==> config.mk <==
export PLATFORM = sky130hd
export DESIGN_NAME = if_stage
export DESIGN_NICKNAME = d
export VERILOG_FILES = /design/src/rtl/if_stage.sv
export SDC_FILE = /design/constraint.sdc
export NUM_CORES = 1
export LEC_CHECK = 0
export CELL_PAD_IN_SITES_DETAIL_PLACEMENT = 0
export CELL_PAD_IN_SITES_GLOBAL_PLACEMENT = 1
export CORE_MARGIN = 2
export CORE_UTILIZATION = 34
export DETAILED_ROUTE_END_ITERATION = 10
export GPL_TIMING_DRIVEN = 0
export MAX_ROUTING_LAYER = met4
export PLACE_DENSITY_LB_ADDON = 0.2
export SYNTH_ARGS = -nofsm -noshare
export SYNTH_HDL_FRONTEND = slang
export SYNTH_SLANG_ARGS = --single-unit
==> constraint.sdc <==
create_clock -name clk -period 2 [get_ports clk]
set_input_delay 0.3 -clock clk [delete_from_list [all_inputs] [get_ports clk]]
set_output_delay 0.3 -clock clk [all_outputs]
set_load 0.02 [all_outputs]
==> src/rtl/if_stage.sv <==
// Instruction-fetch stage with IF/ID pipeline register.
// Owns the PC, fetches over a req/ready handshake, and handles stall and redirect.
module if_stage #(
  parameter int                      WORDLENGTH = 32,
  parameter logic [WORDLENGTH-1:0]   RESET_PC   = '0,
  parameter logic [WORDLENGTH-1:0]   NOP        = '0
) (
  input  logic                  clk,
  input  logic                  reset,
  input  logic                  stall,
  input  logic [1:0]            Branch_taken,
  input  logic                  IF_Flush,
  input  logic [WORDLENGTH-1:0] branch_address,
  input  logic [WORDLENGTH-1:0] jump_address,
  output logic                  imem_req,
  output logic [WORDLENGTH-1:0] imem_addr,
  input  logic [WORDLENGTH-1:0] imem_rdata,
  input  logic                  imem_ready,
  output logic [WORDLENGTH-1:0] IF_ID_PC,
  output logic [WORDLENGTH-1:0] instruction,
  output logic                  IF_ID_valid
);

  localparam logic [1:0] FETCH = 2'd0;
  localparam logic [1:0] HOLD  = 2'd1;
  localparam logic [1:0] DRAIN = 2'd2;

  logic [1:0]            state_q, state_d;
  logic [WORDLENGTH-1:0] pc_q, pc_d;
  logic [WORDLENGTH-1:0] redirect_pc_q, redirect_pc_d;
  logic [WORDLENGTH-1:0] buf_q, buf_d;
  logic [WORDLENGTH-1:0] ifid_pc_q, ifid_pc_d;
  logic [WORDLENGTH-1:0] instr_q, instr_d;
  logic                  valid_q, valid_d;

  logic                  redirect;
  logic [WORDLENGTH-1:0] target;
  logic [WORDLENGTH-1:0] pc_plus4;

  // A stalled redirect is ignored so the branch stays in ID until the stall clears.
  assign redirect = IF_Flush && (Branch_taken != 2'b00) && !stall;
  assign target   = (Branch_taken == 2'b01) ? branch_address : jump_address;
  assign pc_plus4 = pc_q + WORDLENGTH'(4);

  assign imem_req    = reset && (state_q != HOLD);
  assign imem_addr   = pc_q;
  assign IF_ID_PC    = ifid_pc_q;
  assign instruction = instr_q;
  assign IF_ID_valid = valid_q;

  always_comb begin
    state_d       = state_q;
    pc_d          = pc_q;
    redirect_pc_d = redirect_pc_q;
    buf_d         = buf_q;
    ifid_pc_d     = ifid_pc_q;
    instr_d       = instr_q;
    valid_d       = valid_q;

    case (state_q)
      FETCH: begin
        if (redirect) begin
          instr_d = NOP;
          valid_d = 1'b0;
          if (imem_ready) begin
            pc_d = target;
          end else begin
            // pc stays put so the outstanding address remains stable.
            redirect_pc_d = target;
            state_d       = DRAIN;
          end
        end else if (imem_ready) begin
          if (!stall) begin
            ifid_pc_d = pc_plus4;
            instr_d   = imem_rdata;
            valid_d   = 1'b1;
            pc_d      = pc_plus4;
          end else begin
            buf_d   = imem_rdata;
            state_d = HOLD;
          end
        end else if (!stall) begin
          instr_d = NOP;
          valid_d = 1'b0;
        end
      end

      HOLD: begin
        if (redirect) begin
          pc_d    = target;
          instr_d = NOP;
          valid_d = 1'b0;
          state_d = FETCH;
        end else if (!stall) begin
          ifid_pc_d = pc_plus4;
          instr_d   = buf_q;
          valid_d   = 1'b1;
          pc_d      = pc_plus4;
          state_d   = FETCH;
        end
      end

      DRAIN: begin
        if (redirect) begin
          redirect_pc_d = target;
        end
        if (!stall) begin
          instr_d = NOP;
          valid_d = 1'b0;
        end
        // The late response belongs to the wrong path and is dropped.
        if (imem_ready) begin
          pc_d    = redirect ? target : redirect_pc_q;
          state_d = FETCH;
        end
      end

      default: begin
        state_d = FETCH;
      end
    endcase
  end

  always_ff @(posedge clk or negedge reset) begin
    if (!reset) begin
      state_q       <= FETCH;
      pc_q          <= RESET_PC;
      redirect_pc_q <= '0;
      buf_q         <= '0;
      ifid_pc_q     <= '0;
      instr_q       <= NOP;
      valid_q       <= 1'b0;
    end else begin
      state_q       <= state_d;
      pc_q          <= pc_d;
      redirect_pc_q <= redirect_pc_d;
      buf_q         <= buf_d;
      ifid_pc_q     <= ifid_pc_d;
      instr_q       <= instr_d;
      valid_q       <= valid_d;
    end
  end

endmodule

==> Yosys cells after proc, flatten, opt, wreduce, memory -nomap -nowiden <==
Index checks and enable logic that the tools add are counted.
{ "totals": {"regBits": 163, "inputBits": 103, "out_inout_bits": 98, "wordCells": 77} }
{ "classes": {"n_addsub": 1, "n_eq_ne": 15, "mux": 38, "bitwise_logic": 1, "reduce_logical": 15} }
{ "ops": {"columns": ["operator", "count"], "rows": [
  ["two-way mux 32 bit", 20],
  ["case mux 32 bit (3 select lines)", 2],
  ["case mux 32 bit (2 select lines)", 2],
  ["adder 32 x 3 -> 32 bit, second input constant", 1],
  ["two-way mux 2 bit", 7],
  ["inequality test 2 bit, second input constant", 6],
  ["inequality test 3 bit, second input constant", 4],
  ["AND reduction 3 bit", 3],
  ["AND reduction 4 bit", 2],
  ["case mux 2 bit (3 select lines)", 1],
  ["nonzero test 2 bit", 3],
  ["two-way mux 1 bit", 5],
  ["AND reduction 5 bit", 1],
  ["== test 2 x 1 -> 1 bit, second input constant", 2],
  ["inequality test 4 bit, second input constant", 1],
  ["logical AND 1 bit", 3],
  ["case mux 1 bit (3 select lines)", 1],
  ["nonzero test 3 bit", 1],
  ["== test 2 bit, second input constant", 1],
  ["logical NOT 2 bit", 1],
  ["inequality test 2 x 1 -> 1 bit, second input constant", 1],
  ["logical NOT 1 bit", 1],
  ["NOT 1 bit", 1]
]} }

==> Logic depth before layout (Yosys ltp) <==
{ "logic_depth": {"ltp_word": 6, "mapped_depth": 10, "mapped_depth_nobuf": 7} }

==> Worst setup path before layout <==
OpenSTA, ideal clock, no wires.
{ "synth_timing": {"kind": "reg-to-reg", "from": "register pc_q[5] (netlist: imem_addr[5])", "to": "register pc_q[26] (netlist: imem_addr[26])", "setup_time_ns": 0.101, "t_arrival_ns": 2.086, "required_time_ns": 1.899, "slack_ns": -0.187, "path_stages_with_launch": 8, "path_buffers": 2, "synth_period_minus_slack_ns": 2.187, "cell_sequence": "dfrtp_1 buf_4 nand4_1 buf_6 or2_4 or4_4 o21a_1 nor4_1"} }
{ "synth_between": {"elab_chain_len": 5, "word_cells_on_any_way": 6, "cone_classes": "1 x add/sub; 5 x mux"} }
{ "synth_rtl": {"columns": ["item", "line_no", "source"], "rows": [
  ["start, declared", "29", "logic [WORDLENGTH-1:0] pc_q, pc_d;"],
  ["start signal, assigned", "135", "pc_q <= pc_d;"],
  ["adder 32 x 3 -> 32 bit (*)", "43", "assign pc_plus4 = pc_q + WORDLENGTH'(4);"],
  ["two-way mux 32 bit (*)", "73, 94", null],
  ["two-way mux 32 bit", "72", "end else if (imem_ready) begin"],
  ["two-way mux 32 bit", "62", "if (redirect) begin"],
  ["case mux 32 bit (3 select lines) (*)", "60", "case (state_q)"]
]} }
Mark *: on every way between the ends. The rest lies on a longest branch, timed or not. The select of a mux whose other input is x is not followed.
A chain may end at the register's enable or synchronous reset.

==> Final worst setup path <==
{ "layout_timing": {"from": "register pc_q[5] (netlist: imem_addr[5])", "to": "register pc_q[22] (netlist: imem_addr[22])"} }
Same word-level chain as after synthesis.

==> key figures <==
Global routing
  • Vias in the first global route: 7526
  • Largest net degree at the start of global routing: 58
  • Total gr overflow: 0
  • Overall routing resource usage: 23.1%
  • Initial antenna violation count: 0
  • First-pass GRT wire length: 44500 um

STA
  • Final TNS setup: -17.3 ps
  • Final worst slack: -17.3 ps
  • Final Hold Vio Count: 56
  • Fmax: 496 MHz
  • Worst Tran Pin Value: 516 ps
  • Final worst-path cycle share: 101%
  • Max-Slew Margin vs Limit: approximately 65%
  • Fin. max-slew vios: 0
  • Final Skew: 14.8 ps
  • Min Hold Slack: -126 ps
  • Unrepaired setup endpoints after global routing: yes
  • Minimum clock period: a little over 2000 ps
  • Final count of negative-setup-slack endpoints: 1

Setup path
  • RR Startpoint: imem_addr[5]$_DFFE_PN0P_
  • Max incr delay on CP: 370 ps
  • Critical-path cell list: nand4_1 > buf_6 > or2_4 > buf_4 > nor4_4 > a311oi_2 > nor4_1
  • CP max stage cell: dfrtp_2
  • R2r endpoint: imem_addr[22]$_DFFE_PN0P_
  • Worst Setup EP: imem_addr[22]$_DFFE_PN0P_
  • Crit. Startpoint: imem_addr[5]$_DFFE_PN0P_
  • Worst Setup End Kind: flop
  • WP data required: 2330 ps
  • Critical-path maximum fanout: 4
  • Critical Path AT: 2350 ps
  • Flop-to-flop setup slack: -20 ps
  • CP Class: flop to flop
  • Register-to-Register Path Depth: 7
  • Crit start category: flop

Drt
  • DRT antenna net count: 0
  • Final wirelength: 28600 um
  • DR vias/cell: 5.27
  • DR pass1 iterations: 5
  • Routed vias: about 7600
  • Routed len/inst: ~20 um
  • Max Used Layer: met4
  • Met1 WL: 12700 um
  • Drt drc: 0
  • Met3 WL: 1720 um
  • Starting DRT DRC Count: 637
  • Met2 WL: 13500 um

Final layout
  • Sequential standard cell area: 0.00410 mm2
  • Layout net count: ~1200
  • ANT cells: 0
  • Layout cell share with drive strength beyond 1: 23.3%
  • Multi-input gate area: approximately 0.0043 mm2
  • Area Growth Syn to Fin: 47.5%
  • Fillers: 2241
  • Fin util: 50.8%
  • Finished Layout Cells: 1444

CTS
  • Clock tree root driver cell: clkbuf_16
  • Sink Count: about 160
  • H-Tree Depth: 4
  • CTS Buffer Depth: 2
  • Cts hold-fix bufs: 3
  • Clock latency on the worst-skew pair: 440 ps
  • TritonCTS buffer count: 17
  • CTS clk-pin slew, worst paths: 70 ps
  • TritonCTS clock tree: yes

Floorplan
  • Row Count: 57
  • Die ar.: 0.0258 mm2
  • Die Y: 160 um
  • Die Span X: 160 um
  • Core ar.: 0.0242 mm2
  • Number of I/O pins: 201
  • Initial core utilization: around 34%

Power and ir drop
  • Pleak: 4.91 nW
  • Peak VDD IR: roughly 0.57 mV
  • PnR Total Power: approximately 18 mW
  • PD cells: 1500 mW/mm2

Synthesis
  • Synthesis Warnings: 0
  • Gate Count Post-Synth: between 800 and 900
  • Post-synth EDFFs: 0
  • Top FF cell, synth: dfrtp_1
  • Synth async-reset ratio: 100%
  • Syn_area_per_cell: between 9 and 10 um2
  • #FFs+latches synth: ~160
  • Post-Syn Area: 0.00832 mm2
  • Synthesized Nets: 959
  • Sequential area share after synthesis: 49.0%
  • Synth unique cells: 64

Placed design
  • I/O Buffers: ~200
  • Post-DP HPWL: 19800 um
  • RePlAce Congestion: approximately 0.84
  • Dpl cells: 1375

Flow run
  • Max cap viols: 0

Run status
  • Status: finished, violations left
  • Failing checks: hold timing, setup timing

Worst hold path
  • Hold Path Class: input pin to asynchronous set/reset pin
cell type report:
type / instances / area share (%)
Buffer: 60 / 3.70
Clock buffer: 17 / 3.47
Clock inverter: 15 / 1.16
Inverter: 13 / 0.408
Multi-Input combinational cell: 606 / 34.7
Sequential cell: 163 / 33.4
Tap cell: 324 / 3.30
Timing Repair Buffer: 246 / 19.8
routing by layer:
metal | track usage [%] | up-vias
li1 | - | 3586
met1 | 29.6 | 3745
met2 | 36.2 | 251
met3 | 5.89 | 35
met4 | 6.92 | 0
met5 | - | -
flip-flops by register name, indices dropped and copies added (netlist names):
register       count
IF_ID_PC          32
IF_ID_valid        1
buf_q             32
imem_addr         32
instruction       32
redirect_pc_q     32
state_q            2
cells by family after synthesis:
family / count (synthesis) / synth area share [%]
compound gates: 243 / 18.0
xor+xnor: 28 / 2.95
fa+ha+maj: 5 / 0.752
buf+inv: 82 / 4.12
flops: 163 / 49.0
mux: 81 / 10.4
simple gates: 249 / 14.8
synth_stat cells (all sizes together), types with 5 or more instances:
master,n,share of area [%]
nand3,22,1.3
nor4,14,1.8
a22o,5,0.53
mux2,44,6.0
a22oi,34,3.1
a211oi,5,0.45
nor3,17,1.0
a221oi,5,0.60
a21oi,91,5.5
or3,8,0.66
o21a,6,0.54
inv,12,0.54
o22a,5,0.53
nand2,78,3.5
mux2i,37,4.4
xnor2,25,2.6
and3,5,0.38
ha,5,0.75
nor2,77,3.5
buf,18,1.2
o21ai,58,3.5
nand4,11,1.0
clkbuf,51,2.3
dfrtp,163,49
cell usage in the layout, fill, tap and decap left out, types with 5 or more instances in the layout:
master,netlist,final
buf_2,7,9
buf_6,1,6
or3_1,7,6
clkbuf_4,0,13
nor3_1,17,12
clkbuf_2,3,13
nor4_4,3,8
o22a_1,5,5
mux2i_1,37,31
a21oi_1,91,87
dfrtp_2,0,16
mux2_2,44,44
xnor2_1,25,24
nand4_1,10,10
dfrtp_1,163,147
nand3_1,22,20
clkbuf_8,0,6
clkdlybuf4s50_1,0,197
clkbuf_16,0,17
inv_1,12,11
and3_1,5,5
o21ai_0,58,55
nor2_1,77,73
o21a_1,6,5
a22o_1,5,5
nand2_1,77,74
buf_4,4,50
a22oi_1,34,34
worst min path at each step:
stage	to	from	cells past startpoint	slack, ps
3_3_place_gp	instruction[18]$_DFFE_PN0P_	instruction[18]$_DFFE_PN0P_	2	460
2_1_floorplan	IF_ID_PC[0]$_DFFE_PN0P_	reset	0	4
5_1_grt	imem_addr[12]$_DFFE_PN0P_	reset	2	-110
3_5_place_dp	IF_ID_PC[5]$_DFFE_PN0P_	reset	1	240
6_report	imem_addr[12]$_DFFE_PN0P_	reset	2	-130
4_1_cts	imem_addr[12]$_DFFE_PN0P_	reset	2	-110
worst max-delay path: cells and delay by family, from the launching register on:
family,cells,cell delay [ps]
flip-flops,1,370
AND/OR/NAND/NOR,4,1050
AO/OA/AOI/OAI,1,160
buffers and inverters,2,350
stage by stage:
step / instance area, um2 / setup WS (ps)
finish: 12300 / -17.3
global route: 12300 / -127
CTS: 12000 / -6.48
detailed placement: 10800 / -1220
global placement: 10800 / -7270
floorplan: 8400 / -30.7
power breakdown:
group          internal [mW]  leakage, nW  total, mW  switching, mW
logic                   4.36         2.73       9.36           5.01
registers               4.84         1.90       5.91           1.07
clock network           1.65        0.275       3.20           1.55
what timing repair did:
action                                  in CTS  in global routing
endpoints found under the setup margin     160                146
hold endpoints to repair                    50                 56
gates cloned                                 1                  0
gates resized for setup                    111                 88
setup buffers                               32                 10
pin swaps                                   14                  7
No activity file was read; power rests on OpenSTA's default activity.
